## src/rtl/pipeline_stall_ctrl_pkg.sv

```systemverilog
// Shared types and constants for the pipeline stall/flush scheduler.
// Holds the mult/div state encoding, default latencies and the stage-control bundle.
package pipeline_pkg;

  typedef enum logic {
    MD_IDLE = 1'b0,
    MD_BUSY = 1'b1
  } md_state_t;

  localparam int DEFAULT_MULT_CYCLES = 5;
  localparam int DEFAULT_DIV_CYCLES  = 33;

  typedef enum logic [2:0] {
    MODE_RUN,
    MODE_FETCH_WAIT,
    MODE_INTERLOCK,
    MODE_REDIRECT,
    MODE_FREEZE
  } ctrl_mode_t;

  typedef struct packed {
    logic pc_en;
    logic if_id_en;
    logic id_ex_en;
    logic ex_mem_en;
    logic mem_wb_en;
    logic if_id_flush;
    logic id_ex_flush;
  } stage_ctrl_t;

  // Translate a resolved scheduling mode into the per-stage enable/flush bundle.
  function automatic stage_ctrl_t mode_to_ctrl(input ctrl_mode_t mode);
    stage_ctrl_t c;
    c = '{pc_en: 1'b1, if_id_en: 1'b1, id_ex_en: 1'b1, ex_mem_en: 1'b1,
          mem_wb_en: 1'b1, if_id_flush: 1'b0, id_ex_flush: 1'b0};
    case (mode)
      MODE_FREEZE: begin
        c = '0;
      end
      MODE_REDIRECT: begin
        c.if_id_flush = 1'b1;
        c.id_ex_flush = 1'b1;
      end
      MODE_INTERLOCK: begin
        c.pc_en       = 1'b0;
        c.if_id_en    = 1'b0;
        c.id_ex_flush = 1'b1;
      end
      MODE_FETCH_WAIT: begin
        c.pc_en       = 1'b0;
        c.if_id_flush = 1'b1;
      end
      default: begin
      end
    endcase
    return c;
  endfunction

endpackage

```

## src/rtl/pipeline_stall_ctrl_if.sv

```systemverilog
// Request/control bundle between the hazard sources, the stall scheduler and the pipeline registers.
interface pipeline_stall_ctrl_if;

  logic load_use_stall;
  logic branch_taken;
  logic imem_ready;
  logic dmem_ready;
  logic md_start;
  logic md_is_div;
  logic md_read;

  logic pc_en;
  logic if_id_en;
  logic id_ex_en;
  logic ex_mem_en;
  logic mem_wb_en;
  logic if_id_flush;
  logic id_ex_flush;
  logic md_busy;
  logic md_done;

  modport master (
    output load_use_stall, branch_taken, imem_ready, dmem_ready,
           md_start, md_is_div, md_read,
    input  pc_en, if_id_en, id_ex_en, ex_mem_en, mem_wb_en,
           if_id_flush, id_ex_flush, md_busy, md_done
  );

  modport slave (
    input  load_use_stall, branch_taken, imem_ready, dmem_ready,
           md_start, md_is_div, md_read,
    output pc_en, if_id_en, id_ex_en, ex_mem_en, mem_wb_en,
           if_id_flush, id_ex_flush, md_busy, md_done
  );

endinterface

```

## src/rtl/pipeline_stall_ctrl_md_occupancy_counter.sv

```systemverilog
// Mult/div occupancy tracker: counts down the unit latency and pulses done when HI/LO are valid.
module md_occupancy_counter
  import pipeline_pkg::*;
#(
  parameter int MULT_CYCLES = DEFAULT_MULT_CYCLES,
  parameter int DIV_CYCLES  = DEFAULT_DIV_CYCLES,
  parameter int CNT_W       = 6
) (
  input  logic clk,
  input  logic rst_n,
  input  logic issue,
  input  logic is_div,
  output logic busy,
  output logic done
);

  localparam logic [CNT_W-1:0] MULT_LOAD = CNT_W'(MULT_CYCLES - 1);
  localparam logic [CNT_W-1:0] DIV_LOAD  = CNT_W'(DIV_CYCLES - 1);

  md_state_t        state, state_next;
  logic [CNT_W-1:0] count, count_next;
  logic             done_next;

  always_ff @(posedge clk) begin
    if (!rst_n) begin
      state <= MD_IDLE;
      count <= '0;
      done  <= 1'b0;
    end else begin
      state <= state_next;
      count <= count_next;
      done  <= done_next;
    end
  end

  // A new issue always wins, even on the edge that would have completed the previous op.
  always_comb begin
    state_next = state;
    count_next = count;
    done_next  = 1'b0;
    if (issue) begin
      state_next = MD_BUSY;
      count_next = is_div ? DIV_LOAD : MULT_LOAD;
    end else if (state == MD_BUSY) begin
      if (count == CNT_W'(1)) begin
        state_next = MD_IDLE;
        count_next = '0;
        done_next  = 1'b1;
      end else begin
        count_next = count - CNT_W'(1);
      end
    end
  end

  assign busy = (state == MD_BUSY);

endmodule

```

## src/rtl/pipeline_stall_ctrl.sv

```systemverilog
// Central stall/flush scheduler for the 5-stage pipeline: priority-resolves hazard requests
// into stage enables/flushes, tracks mult/div occupancy and counts PC-stall cycles.
module pipeline_stall_ctrl
  import pipeline_pkg::*;
#(
  parameter int MULT_CYCLES = DEFAULT_MULT_CYCLES,
  parameter int DIV_CYCLES  = DEFAULT_DIV_CYCLES,
  parameter int CNT_W       = 6,
  parameter int PERF_W      = 32
) (
  input  logic                 clk,
  input  logic                 rst_n,
  pipeline_stall_ctrl_if.slave bus,
  output logic [PERF_W-1:0]    stall_cycles
);

  ctrl_mode_t  mode;
  stage_ctrl_t ctrl;
  logic        md_busy;
  logic        md_done;
  logic        md_issue;

  // Highest-priority condition wins; reset forces RUN so the pipe fills with NOPs.
  always_comb begin
    mode = MODE_RUN;
    if (!rst_n) begin
      mode = MODE_RUN;
    end else if (!bus.dmem_ready) begin
      mode = MODE_FREEZE;
    end else if (bus.branch_taken) begin
      mode = MODE_REDIRECT;
    end else if (bus.load_use_stall || (bus.md_read && md_busy)) begin
      mode = MODE_INTERLOCK;
    end else if (!bus.imem_ready) begin
      mode = MODE_FETCH_WAIT;
    end
  end

  assign ctrl = mode_to_ctrl(mode);

  assign bus.pc_en       = ctrl.pc_en;
  assign bus.if_id_en    = ctrl.if_id_en;
  assign bus.id_ex_en    = ctrl.id_ex_en;
  assign bus.ex_mem_en   = ctrl.ex_mem_en;
  assign bus.mem_wb_en   = ctrl.mem_wb_en;
  assign bus.if_id_flush = ctrl.if_id_flush;
  assign bus.id_ex_flush = ctrl.id_ex_flush;

  // The op only counts as issued once it actually leaves EX.
  assign md_issue = bus.md_start && ctrl.ex_mem_en;

  md_occupancy_counter #(
    .MULT_CYCLES (MULT_CYCLES),
    .DIV_CYCLES  (DIV_CYCLES),
    .CNT_W       (CNT_W)
  ) u_md (
    .clk    (clk),
    .rst_n  (rst_n),
    .issue  (md_issue),
    .is_div (bus.md_is_div),
    .busy   (md_busy),
    .done   (md_done)
  );

  assign bus.md_busy = md_busy;
  assign bus.md_done = md_done;

  always_ff @(posedge clk) begin
    if (!rst_n) begin
      stall_cycles <= '0;
    end else if (!ctrl.pc_en && (stall_cycles != {PERF_W{1'b1}})) begin
      stall_cycles <= stall_cycles + PERF_W'(1);
    end
  end

endmodule
```

## src/flat_wrapper.sv

```systemverilog
// flat-port wrapper written by rule: the top's interface ports become plain ports
module pipeline_stall_ctrl_flat import pipeline_pkg::*;
#(
  parameter int MULT_CYCLES = DEFAULT_MULT_CYCLES,
  parameter int DIV_CYCLES  = DEFAULT_DIV_CYCLES,
  parameter int CNT_W       = 6,
  parameter int PERF_W      = 32
)
  (clk, rst_n, stall_cycles, bus_load_use_stall, bus_branch_taken, bus_imem_ready, bus_dmem_ready, bus_md_start, bus_md_is_div, bus_md_read, bus_pc_en, bus_if_id_en, bus_id_ex_en, bus_ex_mem_en, bus_mem_wb_en, bus_if_id_flush, bus_id_ex_flush, bus_md_busy, bus_md_done);
  pipeline_stall_ctrl_if bus_i ();
  input  logic clk;
  input  logic rst_n;
  output logic [PERF_W-1:0] stall_cycles;
  input wire logic [$bits(bus_i.load_use_stall)-1:0] bus_load_use_stall;
  input wire logic [$bits(bus_i.branch_taken)-1:0] bus_branch_taken;
  input wire logic [$bits(bus_i.imem_ready)-1:0] bus_imem_ready;
  input wire logic [$bits(bus_i.dmem_ready)-1:0] bus_dmem_ready;
  input wire logic [$bits(bus_i.md_start)-1:0] bus_md_start;
  input wire logic [$bits(bus_i.md_is_div)-1:0] bus_md_is_div;
  input wire logic [$bits(bus_i.md_read)-1:0] bus_md_read;
  output wire logic [$bits(bus_i.pc_en)-1:0] bus_pc_en;
  output wire logic [$bits(bus_i.if_id_en)-1:0] bus_if_id_en;
  output wire logic [$bits(bus_i.id_ex_en)-1:0] bus_id_ex_en;
  output wire logic [$bits(bus_i.ex_mem_en)-1:0] bus_ex_mem_en;
  output wire logic [$bits(bus_i.mem_wb_en)-1:0] bus_mem_wb_en;
  output wire logic [$bits(bus_i.if_id_flush)-1:0] bus_if_id_flush;
  output wire logic [$bits(bus_i.id_ex_flush)-1:0] bus_id_ex_flush;
  output wire logic [$bits(bus_i.md_busy)-1:0] bus_md_busy;
  output wire logic [$bits(bus_i.md_done)-1:0] bus_md_done;
  assign bus_i.load_use_stall = bus_load_use_stall;
  assign bus_i.branch_taken = bus_branch_taken;
  assign bus_i.imem_ready = bus_imem_ready;
  assign bus_i.dmem_ready = bus_dmem_ready;
  assign bus_i.md_start = bus_md_start;
  assign bus_i.md_is_div = bus_md_is_div;
  assign bus_i.md_read = bus_md_read;
  assign bus_pc_en = bus_i.pc_en;
  assign bus_if_id_en = bus_i.if_id_en;
  assign bus_id_ex_en = bus_i.id_ex_en;
  assign bus_ex_mem_en = bus_i.ex_mem_en;
  assign bus_mem_wb_en = bus_i.mem_wb_en;
  assign bus_if_id_flush = bus_i.if_id_flush;
  assign bus_id_ex_flush = bus_i.id_ex_flush;
  assign bus_md_busy = bus_i.md_busy;
  assign bus_md_done = bus_i.md_done;
  pipeline_stall_ctrl #(.MULT_CYCLES(MULT_CYCLES), .DIV_CYCLES(DIV_CYCLES), .CNT_W(CNT_W), .PERF_W(PERF_W)) u_core (.clk(clk), .rst_n(rst_n), .bus(bus_i), .stall_cycles(stall_cycles));
endmodule
```

## config.mk

```make
export PLATFORM = sky130hd
export DESIGN_NAME = pipeline_stall_ctrl_flat
export DESIGN_NICKNAME = d
export VERILOG_FILES = /design/src/rtl/pipeline_stall_ctrl_pkg.sv /design/src/rtl/pipeline_stall_ctrl_if.sv /design/src/rtl/pipeline_stall_ctrl_md_occupancy_counter.sv /design/src/rtl/pipeline_stall_ctrl.sv /design/src/flat_wrapper.sv
export SDC_FILE = /design/constraint.sdc
export NUM_CORES = 1
export LEC_CHECK = 0
export ABC_AREA = 1
export CAP_MARGIN = 15
export CORE_ASPECT_RATIO = 0.75
export CORE_MARGIN = 1
export CORE_UTILIZATION = 25
export CTS_BUF_LIST = sky130_fd_sc_hd__clkbuf_8
export DETAILED_ROUTE_END_ITERATION = 8
export PLACE_DENSITY = 0.56
export SYNTH_ARGS = -nofsm -noshare
export SYNTH_HDL_FRONTEND = slang
export SYNTH_SLANG_ARGS = --single-unit
```

## constraint.sdc

```tcl
create_clock -name clk -period 2.6 [get_ports clk]
set_input_delay 0.65 -clock clk [delete_from_list [all_inputs] [get_ports clk]]
set_output_delay 0.65 -clock clk [all_outputs]
set_load 0.005 [all_outputs]
```

# Word level (Yosys, flattened, before mapping)
# Cells that the tools add are included.
dict set report totals {
  register_bits 40
  inputBits 9
  out_inout_bits 41
  elab_cells 42
}
dict set report op_classes {
  muxes 18
  n_bitwise 2
  add_sub_neg 2
  n_reduce_logical 10
  n_eq_ne 6
}
# operator count
set op_table {}
lappend op_table {{adder 32 x 1 -> 32 bit (second input constant)} 1}
lappend op_table {{inequality test 32 bit (second input constant)} 1}
lappend op_table {{two-way mux 6 bit} 4}
lappend op_table {{two-way mux 3 bit} 5}
lappend op_table {{two-way mux 1 bit} 9}
lappend op_table {{equality test 3 x 2 -> 1 bit (second input constant)} 2}
lappend op_table {{equality test 6 x 1 -> 1 bit (second input constant)} 1}
lappend op_table {{OR reduction 2 bit} 3}
lappend op_table {{OR reduction 3 bit} 2}
lappend op_table {{subtractor 6 x 1 -> 6 bit (second input constant)} 1}
lappend op_table {{equality test 3 x 1 -> 1 bit (second input constant)} 1}
lappend op_table {{equality test 3 bit (second input constant)} 1}
lappend op_table {{logical AND 1 bit} 3}
lappend op_table {{inverter 1 bit} 2}
lappend op_table {{nonzero test 2 bit} 1}
lappend op_table {{logical OR 1 bit} 1}

# Logic depth before layout (Yosys ltp)
# Gate-level depths: netlist of the first run.
dict set report depth {
  depth_word 10
  depth_mapped 11
  ltp_nobuf 10
}

# Hierarchy
# A second synthesis of the first run with hierarchy kept.
dict set report unflattened {
  hier_cells 441
  area_unflattened_um2 2733.9
}
# mod instances area_each_um2 seq_area_each_um2 cells_per_inst
set by_module_without_submodules {}
lappend by_module_without_submodules {pipeline_stall_ctrl 1 2316.0 640.6 385}
lappend by_module_without_submodules {md_occupancy_counter 1 417.9 160.2 56}

# Worst setup path after synthesis of the first run
# No wires, ideal clock.
dict set report synth_path {
  kind {input to output}
  startpoint {input port rst_n}
  endpoint {output port bus_pc_en}
  arrival_ps 1413
  path_slack_ps 537
  n_path_buf 2
  t_required_ps 1950
  stages 6
  cell_sequence {inv_2 > or2_1 > buf_2 > nand3_4 > buf_2 > inv_1}
}
dict set report synth_via {
  elab_chain_len 4
  word_cells_on_any_way 6
  cone_classes {eq/ne (3); mux (2); reduce/logical (1)}
}
# element line
set synth_rtl {}
lappend synth_rtl {{start, declared} flat_wrapper.sv:12} ;# input logic rst_n;
lappend synth_rtl {{two-way mux 3 bit *} pipeline_stall_ctrl.sv:26} ;# if (!rst_n) begin
lappend synth_rtl {{equality test 3 bit, or another cell as far along} pipeline_stall_ctrl_pkg.sv:36} ;# case (mode)
lappend synth_rtl {{OR reduction 3 bit (no line) *} -}
lappend synth_rtl {{two-way mux 1 bit *} pipeline_stall_ctrl_pkg.sv:36}
lappend synth_rtl {{end, declared} flat_wrapper.sv:21} ;# output wire logic [$bits(bus_i.pc_en)-1:0] bus_pc_en;
# Every way passes the cells marked *; elsewhere a longest branch is shown, timed or not.

# Worst setup path in the final report of the first run
dict set report layout_path {
  startpoint {input port bus_imem_ready}
  endpoint {output port bus_pc_en}
}
dict set report layout_via {
  elab_chain_len 8
  word_cells_on_any_way 10
  cone_classes {eq/ne (3); mux (6); reduce/logical (1)}
}
# element line
set layout_rtl {}
lappend layout_rtl {{start, declared} flat_wrapper.sv:16} ;# input wire logic [$bits(bus_i.imem_ready)-1:0] bus_imem_ready;
lappend layout_rtl {{two-way mux 1 bit *} pipeline_stall_ctrl.sv:34} ;# end else if (!bus.imem_ready) begin
lappend layout_rtl {{two-way mux 3 bit *} pipeline_stall_ctrl.sv:32} ;# end else if (bus.load_use_stall || (bus.md_read && md_busy)) begin
lappend layout_rtl {{two-way mux 3 bit *} pipeline_stall_ctrl.sv:30} ;# end else if (bus.branch_taken) begin
lappend layout_rtl {{two-way mux 3 bit *} pipeline_stall_ctrl.sv:28} ;# end else if (!bus.dmem_ready) begin
lappend layout_rtl {{two-way mux 3 bit *} pipeline_stall_ctrl.sv:26}
lappend layout_rtl {{equality test 3 bit, or another cell as far along} pipeline_stall_ctrl_pkg.sv:36}
lappend layout_rtl {{OR reduction 3 bit (no line) *} -}
lappend layout_rtl {{two-way mux 1 bit *} pipeline_stall_ctrl_pkg.sv:36}
# Marks and branches as above.

==> results.cfg, run 1 <==
[sta]
setup_viol_count_final = 0
hold_viol = 0
skew_ps = 11.51
setup_ws_ps = 86.46
hold_ws_ps = 494.2
tightest_slew_ps = 487.4
final.period_utilization = 0.9667
slew_viol_final = 0
finalCriticalPeriod_ps = 2514
rsz0062_at_grt = false
fmax_mhz = 397.8
slew_headroom = 0.6738

[power_and_ir_drop]
ir_drop_mv = 0.1682
power_density_nw_per_um2 = 387.9
p_leak_nw = 1.206

[final_layout]
fin_nets = 496
fin_util = 0.3412
mostFrequentLayoutCell = nand2_1
layout-drive-gt1-share = 0.07010
syn2layout_area_growth_pct = 29.85
final_cells = 617
fill_cells = 1117
antennaDiodeCount = 0
stdcell_area_um2 = 3374
layout_common_cells = 155 x nand2_1, 65 x nor2_1, 40 x clkdlybuf4s50_1, 40 x dfxtp_1, 32 x inv_1

[flow_run]
drv_cap = 0

[synth]
ys_seq_elements = 40
synth_top_area_share = 0.3081
synth-edff-count = 0
synth_flop_cell = dfxtp_1
yosysWarnings = 0
synth.largest_area_cell = dfxtp_1
synth_cells = 430
synthTopCellsByArea = dfxtp_1 31%, nand2_1 22%, nor2_1 9.4%
seq_area_frac_synth = 0.3081
synthArstFlopShare = 0
synth_cell_types = 27
syn_avg_cell_area_um2 = 6.044
synth_fp_nets = 442
netlist_area_um2 = 2599

[detailed_routing]
drc = 0
antenna_left = 0
totalWireLength_um = 7620
drtPass1Iterations = 4
routedWlPerCell_um = 12.35
vias = 2747
vias_per_cell = 4.452
drtIter0Drc = 165

[critical_path]
worst-path-max-fanout = 2
arrival_ps = 1860
required_ps = 1950
end_kind = output port
crit_slowest_cell = clkdlybuf4s50_1
cp_common_cell = inv_1
crit_type = input port to output port
cp-start-kind = input port
critPathMaxStageDelay_ps = 450
crit_chain = clkdlybuf4s50_1, inv_1, nand3_2, nand4_1, buf_4, nand3_4, inv_1, clkdlybuf4s15_1

[cts]
htreeDepth = 2
tritoncts = built
clock_latency_ps = 310
clkTransAtPathRegs_ps = 90
holdBufCountCts = 0
cts_root_buffer = clkbuf_8
cts_buffers = 5
cts.sinks = 40
cts_max_path_buffers = 2

[floorplan]
fp-row-count = 31
initial_utilization = 0.2627
die_x_um = 119.7
fp.dieArea_um2 = 10810
die_y_um = 90.30
io_pins = 50
core_area_um2 = 9891

[placement]
dp_hpwl_um = 5774
dp_slack_ps = -268.9
place_area_um2 = 3258
io_buffers = 49
place_congestion = 0.8715
place_inst = 608

[global_routing]
first_global_vias = 2543
met1_usage = 0.2183
overflow = 0
grt_busiest_layer = met1
antenna_found_initial = 0
grt_usage = 0.1497
grt_pass1_wl_um = 12770
grt_util_met2 = 0.2182
met3_usage = 0.03535
grt_max_degree = 35

[status]
outcome = complete, no violations

[min_path]
min-delay-path-class = register to register
## report_power, final
group / internal [mW] / switching, mW
logic: 0.0711 / 0.0887
clock network: 0.281 / 0.230
registers: 0.624 / 0.0141
total: 0.977 / 0.332
## worst paths after layout
path	depth (start not counted)	startpoint	to	slack, ps
worst max-delay path	8	bus_imem_ready	bus_pc_en	90
worst min-delay path	2	u_core.u_md.count[4]$_SDFFE_PN0P_	u_core.u_md.count[4]$_SDFFE_PN0P_	490
worst min register to register	2	u_core.u_md.count[4]$_SDFFE_PN0P_	u_core.u_md.count[4]$_SDFFE_PN0P_	490
worst max register to register	8	u_core.stall_cycles[6]$_SDFFE_PN0P_	u_core.stall_cycles[5]$_SDFFE_PN0P_	530
## worst max-delay path, delay by kind of cell
| family | cells | cell delay (ps) |
|---|---|---|
| buf+inv | 5 | 930 |
| simple gates | 3 | 290 |
## flip-flops by register name (all words and copies together), names as in the netlist
register / cells
u_core.stall_cycles: 32
u_core.u_md.count: 6
u_core.u_md.busy: 1
u_core.u_md.done: 1
## synth_stat cells (4+ instances only)
library cell / count
a21oi_1: 31
buf_2: 4
clkbuf_1: 4
dfxtp_1: 40
inv_1: 32
nand2_1: 155
nand3_1: 28
nand3b_1: 10
nand4_1: 8
nor2_1: 65
nor3_1: 5
o21ai_0: 9
xnor2_1: 8
xor2_1: 6
## what timing repair did
item,in CTS,in global routing
buffers inserted,1,0
resized for setup,11,2
pin swaps,4,1
setup endpoints to repair,7,1
## area by class of cell
cell class	count	area, um^2	share of cell area
tap	132	165.2	0.04894
clock inverter	3	38.79	0.01149
clock buffer	5	68.82	0.02039
sequential	40	800.8	0.2373
multi-input combinational	342	1590	0.4713
timing repair buffer	60	579.3	0.1717
inverter	35	131.4	0.03893
## routing by layer
metal,wire length [um],part of all wire
met1,4050,0.53
met5,0,0
met4,70,0.0092
met3,435,0.057
met2,3064,0.40
## cell families (layout without fill, tap and decap cells)
logic type	after synthesis	count (layout)	synth area share
and+or+nand+nor	283	283	0.4646
buffers and inverters	48	103	0.08281
AOI/OAI and AO/OA	42	42	0.08281
DFF	40	40	0.3081
xor gates and xnor gates	14	14	0.04718
adders and majority gates	3	3	0.01445
## through the flow
stage / setup TNS [ps] / power, mW
after floorplan: 0 / 0.7521
after global placement: -1114 / 0.8126
after detailed placement: -1331 / 0.8153
after CTS: 0 / 1.326
after global routing: 0 / 1.375
final: 0 / 1.309
Note: power is estimated with default switching activity, not from simulation.
==> inputs of run 2 (changes only) <==
--- a/config.mk
+++ b/config.mk
@@ -8,7 +8,7 @@
 export ABC_AREA = 1
 export CAP_MARGIN = 15
 export CORE_ASPECT_RATIO = 0.75
-export CORE_MARGIN = 1
+export CORE_MARGIN = 4
 export CORE_UTILIZATION = 25
 export CTS_BUF_LIST = sky130_fd_sc_hd__clkbuf_8
 export DETAILED_ROUTE_END_ITERATION = 8
==> results.cfg, run 2 (same netlist as run 1, synthesis figures left out) <==
[critical_path]
critPathMaxStageDelay_ps = 440
cp-start-kind = input port
end_kind = output port
required_ps = 1950
worst-path-max-fanout = 4
crit_type = input port to output port
crit_slowest_cell = clkdlybuf4s50_1
cp_common_cell = clkdlybuf4s50_1
regToRegStartpoint = u_core.stall_cycles[0]$_SDFFE_PN0P_
reg2reg_slack_ps = 540
crit_chain = clkdlybuf4s50_1, or2_4, buf_4, clkdlybuf4s50_1
reg2reg_depth = 9
rr_endpoint = u_core.stall_cycles[11]$_SDFFE_PN0P_
arrival_ps = 1920

[min_path]
min_from = u_core.u_md.count[4]$_SDFFE_PN0P_
min_to = u_core.u_md.count[4]$_SDFFE_PN0P_
min-delay-path-class = register to register
holdPathStages = 2

[global_routing]
grt_usage = 0.1307
first_global_vias = 2500
met1_usage = 0.1896
grt_pass1_wl_um = 12790
grt_util_met2 = 0.1917
met3_usage = 0.03161
antenna_found_initial = 0
grt_max_degree = 35
grt_busiest_layer = met2
overflow = 0

[sta]
tightest_slew_ps = 495.4
setup_ws_ps = 26.46
skew_ps = 7.866
final.period_utilization = 0.9898
setup-tns-final_ps = 0
slew_headroom = 0.6685
fmax_mhz = 388.6
hold_viol = 0
rsz0062_at_grt = false
finalCriticalPeriod_ps = 2574
setup_viol_count_final = 0
slew_viol_final = 0

[power_and_ir_drop]
ir_drop_mv = 0.1735
p_leak_nw = 1.199
power_density_nw_per_um2 = 390.7

[detailed_routing]
routedWlPerCell_um = 12.40
drtIter0Drc = 176
drtPass1Iterations = 5
vias_per_cell = 4.497
antenna_left = 0
drc = 0
totalWireLength_um = 7640
vias = 2770

[final_layout]
mostFrequentLayoutCell = nand2_1
fill_cells = 1064
layout-drive-gt1-share = 0.07438
antennaDiodeCount = 0
largestRegisters = u_core.stall_cycles x32, u_core.u_md.count x6
syn2layout_area_growth_pct = 30.14
final_cells = 616
largest_reg_flops = 32
fin_nets = 495
regMostFlops = u_core.stall_cycles
layout_common_cells = 153 x nand2_1, 65 x nor2_1, 42 x clkdlybuf4s50_1, 40 x dfxtp_1

[placement]
dp_slack_ps = -290.1
io_buffers = 49
place_congestion = 0.9335
place_inst = 608
dp_hpwl_um = 5878

[cts]
cts.sinks = 40
clkTransAtPathRegs_ps = 90
cts_root_buffer = clkbuf_8
tritoncts = built
clock_latency_ps = 300
htreeDepth = 2
cts_max_path_buffers = 2
holdBufCountCts = 0
cts_setup_buffers = 0
cts_buffers = 5

[status]
outcome = complete, no violations

[floorplan]
core_area_um2 = 9891
die_x_um = 125.7
die_y_um = 96.30
io_pins = 50
fp-row-count = 31
fp.dieArea_um2 = 12110
initial_utilization = 0.2627

[flow_run]
drv_cap = 0
==> run 2: changes by cell type in the layout (fill, tap and decap cells not counted), sizes merged <==
cell / before / now
clkdlybuf4s50: 40 / 42
dlygate4sd2: 7 / 4
inv: 36 / 35
dlymetal6s2s: 1 / 2
clkinvlp: 0 / 1
buf: 11 / 10
==> run 2: stage by stage <==
| step | hold WS [ps] | total power, mW | cell area (um^2) | util |
|---|---|---|---|---|
| floorplan | 464.0 | 0.7521 | 2599 | - |
| global placement | 479.0 | 0.8130 | 3258 | 0.3294 |
| detailed placement | 493.5 | 0.8154 | 3258 | 0.3294 |
| CTS | 506.2 | 1.336 | 3372 | 0.3409 |
| global route | 529.5 | 1.388 | 3382 | 0.3419 |
| finish | 507.0 | 1.321 | 3382 | 0.3419 |
==> run 2: report_power, final <==
group	switching (mW)	internal (mW)	leakage [nW]
clock	0.239	0.284	0.0541
sequential	0.0143	0.624	0.324
combinational	0.0867	0.0722	0.821
total	0.340	0.981	1.20
==> run 2: layer usage <==
| metal | wire length (um) | part of all wire |
|---|---|---|
| met2 | 2996 | 0.39 |
| met5 | 0 | 0 |
| met3 | 533 | 0.070 |
| met1 | 4034 | 0.53 |
| met4 | 76 | 0.0099 |
==> run 2: cell type report <==
type	instances	area, um^2	share of cell area
multi-input cells	342	1595	0.4717
flip-flops and latches	40	800.8	0.2368
repair buffers	59	578.1	0.1709
well taps	132	165.2	0.04883
inverters	35	131.4	0.03885
clock buffers	5	68.82	0.02035
clock inverters	3	42.54	0.01258
==> run 2: repair_timing <==
action / in CTS / in global routing
cloned: 0 / 0
resized for setup: 8 / 5
endpoints found under the setup margin: 7 / 5
pin swaps: 4 / 5
==> run 2: worst max path at each step <==
stage | start | depth (start not counted) | slack (ps) | endpoint
after floorplan | rst_n | 6 | 540 | bus_pc_en
after global placement | rst_n | 7 | -230 | bus_pc_en
after detailed placement | rst_n | 7 | -290 | bus_pc_en
after CTS | bus_dmem_ready | 4 | 0.5 | bus_mem_wb_en
after global routing | bus_dmem_ready | 7 | 0.3 | bus_pc_en
final | bus_dmem_ready | 4 | 30 | bus_mem_wb_en
==> run 2: worst max-delay path, delay by kind of cell <==
kind / cells / cell delay (ps)
and+or+nand+nor: 1 / 260
buffers and inverters: 3 / 1010
==> inputs of run 3 (changes only) <==
--- a/config.mk
+++ b/config.mk
@@ -5,14 +5,13 @@
 export SDC_FILE = /design/constraint.sdc
 export NUM_CORES = 1
 export LEC_CHECK = 0
-export ABC_AREA = 1
 export CAP_MARGIN = 15
 export CORE_ASPECT_RATIO = 0.75
 export CORE_MARGIN = 4
-export CORE_UTILIZATION = 25
+export CORE_UTILIZATION = 55
 export CTS_BUF_LIST = sky130_fd_sc_hd__clkbuf_8
 export DETAILED_ROUTE_END_ITERATION = 8
-export PLACE_DENSITY = 0.56
+export PLACE_DENSITY = 0.95
 export SYNTH_ARGS = -nofsm -noshare
 export SYNTH_HDL_FRONTEND = slang
 export SYNTH_SLANG_ARGS = --single-unit
==> results.cfg, run 3 <==
[placement]
place_congestion = 0.8796
io_buffers = 49
dp_hpwl_um = 4028
place_area_um2 = 2771

[final_layout]
final-seq-area_um2 = 800.8
fill_cells = 277
mostFrequentLayoutCell = clkdlybuf4s50_1
syn2layout_area_growth_pct = 34.47
largestRegisters = u_core.stall_cycles x32, u_core.u_md.count x6
layout_common_cells = 43 x clkdlybuf4s50_1, 40 x nand2_1, 40 x dfxtp_1, 19 x buf_4, 17 x a21oi_1
layout-drive-gt1-share = 0.1250
regMostFlops = u_core.stall_cycles
stdcell_area_um2 = 2870
antennaDiodeCount = 0
multi_input_area_um2 = 1255
largest_reg_flops = 32
fin_nets = 331

[cts]
cts_setup_buffers = 0
cts_max_path_buffers = 2
cts_root_buffer = clkbuf_8
cts.sinks = 40
clock_latency_ps = 300
htreeDepth = 2
cts_buffers = 5
clkTransAtPathRegs_ps = 70
tritoncts = built

[critical_path]
startpoint = rst_n
crit_slowest_cell = clkdlybuf4s50_1
required_ps = 1950
worst-path-max-fanout = 16
path_buf_inv = 4
reg2reg_slack_ps = 480
critPathCapture = bus_mem_wb_en
regToRegStartpoint = u_core.stall_cycles[8]$_SDFFE_PN0P_
crit_cells = 5
crit_type = input port to output port
critPathTopFamily = buffers and inverters
crit_chain = dlygate4sd2_1, buf_4, nand2b_1, buf_4, clkdlybuf4s50_1
end_kind = output port
cp_common_cell = buf_4
cp-start-kind = input port
critPathMaxStageDelay_ps = 500
reg2reg_depth = 5
arrival_ps = 1880
rr_endpoint = u_core.stall_cycles[29]$_SDFFE_PN0P_

[global_routing]
grt_usage = 0.2347
first_global_vias = 1964
grt_max_degree = 19
grt_pass1_wl_um = 8997
antenna_found_initial = 0
overflow = 0

[floorplan]
die_x_um = 79.94
die_y_um = 61.95
io_pins = 50
initial_utilization = 0.5756
fp-row-count = 19
core_area_um2 = 3709
fp.dieArea_um2 = 4952

[synth]
seq_area_frac_synth = 0.3751
synthTopCellsByCount = 40 x dfxtp_1, 40 x nand2_1, 18 x a21oi_1, 15 x nand3_1, 15 x nor2_1
yosysWarnings = 0
ys_seq_elements = 40
synth_flop_cell = dfxtp_1
synthTopCellsByArea = dfxtp_1 38%, nand2_1 7.0%, mux2i_1 5.2%
syn_avg_cell_area_um2 = 8.338
synthArstFlopShare = 0
synth.largest_area_cell = dfxtp_1
synth_fp_nets = 268
synth_top_area_share = 0.3751
synth_cell_types = 43
synth_cells = 256
synth-edff-count = 0
netlist_area_um2 = 2135

[sta]
slew_viol_final = 0
setup-tns-final_ps = 0
hold_ws_ps = 498.4
hold_viol = 0
tightest_slew_ps = 583.7
slew_headroom = 0.6108
setup_viol_count_final = 0
rsz0062_at_grt = false
fmax_mhz = 394.7
finalCriticalPeriod_ps = 2534
final.period_utilization = 0.9744
skew_ps = 7.342

[detailed_routing]
routedWlPerCell_um = 14.88
drtIter0Drc = 155
vias_per_cell = 5.884
drc = 0
vias = 2189
drtPass1Iterations = 5
totalWireLength_um = 5534
antenna_left = 0

[power_and_ir_drop]
p_leak_nw = 1.094
power_density_nw_per_um2 = 421.1
ir_drop_mv = 0.4053
power.total_mw = 1.209

[status]
outcome = complete, no violations

[flow_run]
drv_cap = 0

[min_path]
min-delay-path-class = register to register
run 3: routing by layer:
layer,wire length (um),vias up,global-route usage
met5,0,-,0
met4,62,0,0.08675
met3,439,6,0.05043
met2,2635,94,0.4045
met1,2395,1021,0.2954
li1,-,1068,-
run 3: worst min path at each step:
stage / start / to / cells after the start
finish: u_core.u_md.count[5]$_SDFFE_PN0P_ / u_core.u_md.count[5]$_SDFFE_PN0P_ / 2
global route: u_core.u_md.count[5]$_SDFFE_PN0P_ / u_core.u_md.count[5]$_SDFFE_PN0P_ / 2
CTS: u_core.u_md.count[5]$_SDFFE_PN0P_ / u_core.u_md.count[5]$_SDFFE_PN0P_ / 2
detailed placement: u_core.u_md.count[5]$_SDFFE_PN0P_ / u_core.u_md.count[5]$_SDFFE_PN0P_ / 2
global placement: u_core.stall_cycles[25]$_SDFFE_PN0P_ / u_core.stall_cycles[25]$_SDFFE_PN0P_ / 2
floorplan: u_core.u_md.count[5]$_SDFFE_PN0P_ / u_core.u_md.count[5]$_SDFFE_PN0P_ / 2
run 3: tightest hold or removal path, cell delays in order (launching register included):
cell	delay, ps
dfxtp_1	330
nand2_1	60
a31oi_1	70
run 3: timing repair:
item,CTS,global route
endpoints found under the setup margin,7,1
hold buffers,0,0
pin swaps,0,0
gates resized for setup,8,1
run 3: power breakdown:
group          switching [mW]  leakage (nW)  internal (mW)  total (mW)
registers              0.0177         0.324          0.626       0.643
clock network           0.217        0.0538          0.209       0.426
logic                  0.0669         0.717         0.0724       0.139
total                   0.302          1.09          0.907        1.21
run 3: cell families after synthesis:
group | after synthesis | synth area share
AND/OR/NAND/NOR | 123 | 0.3195
AO/OA/AOI/OAI | 54 | 0.1718
flip-flops | 40 | 0.3751
buffers and inverters | 20 | 0.04279
multiplexers | 12 | 0.05686
XOR/XNOR | 4 | 0.01642
adder cells (fa/ha/maj) | 3 | 0.01759
run 3: final cells by class:
cell class,instances,area share
sequential,40,0.2790
multi-input combinational,196,0.4372
inverter,8,0.01046
clock buffer,6,0.02877
timing repair buffer,68,0.2193
clock inverter,2,0.002616
tap,52,0.02267
run 3: per-stage QoR:
step	instances	setup WS, ps	utilization
finish	372	66.50	0.7740
global route	372	34.95	0.7740
CTS	372	25.92	0.7733
detailed placement	364	-222.8	0.7473
global placement	364	-171.7	0.7473
floorplan	256	568.7	-
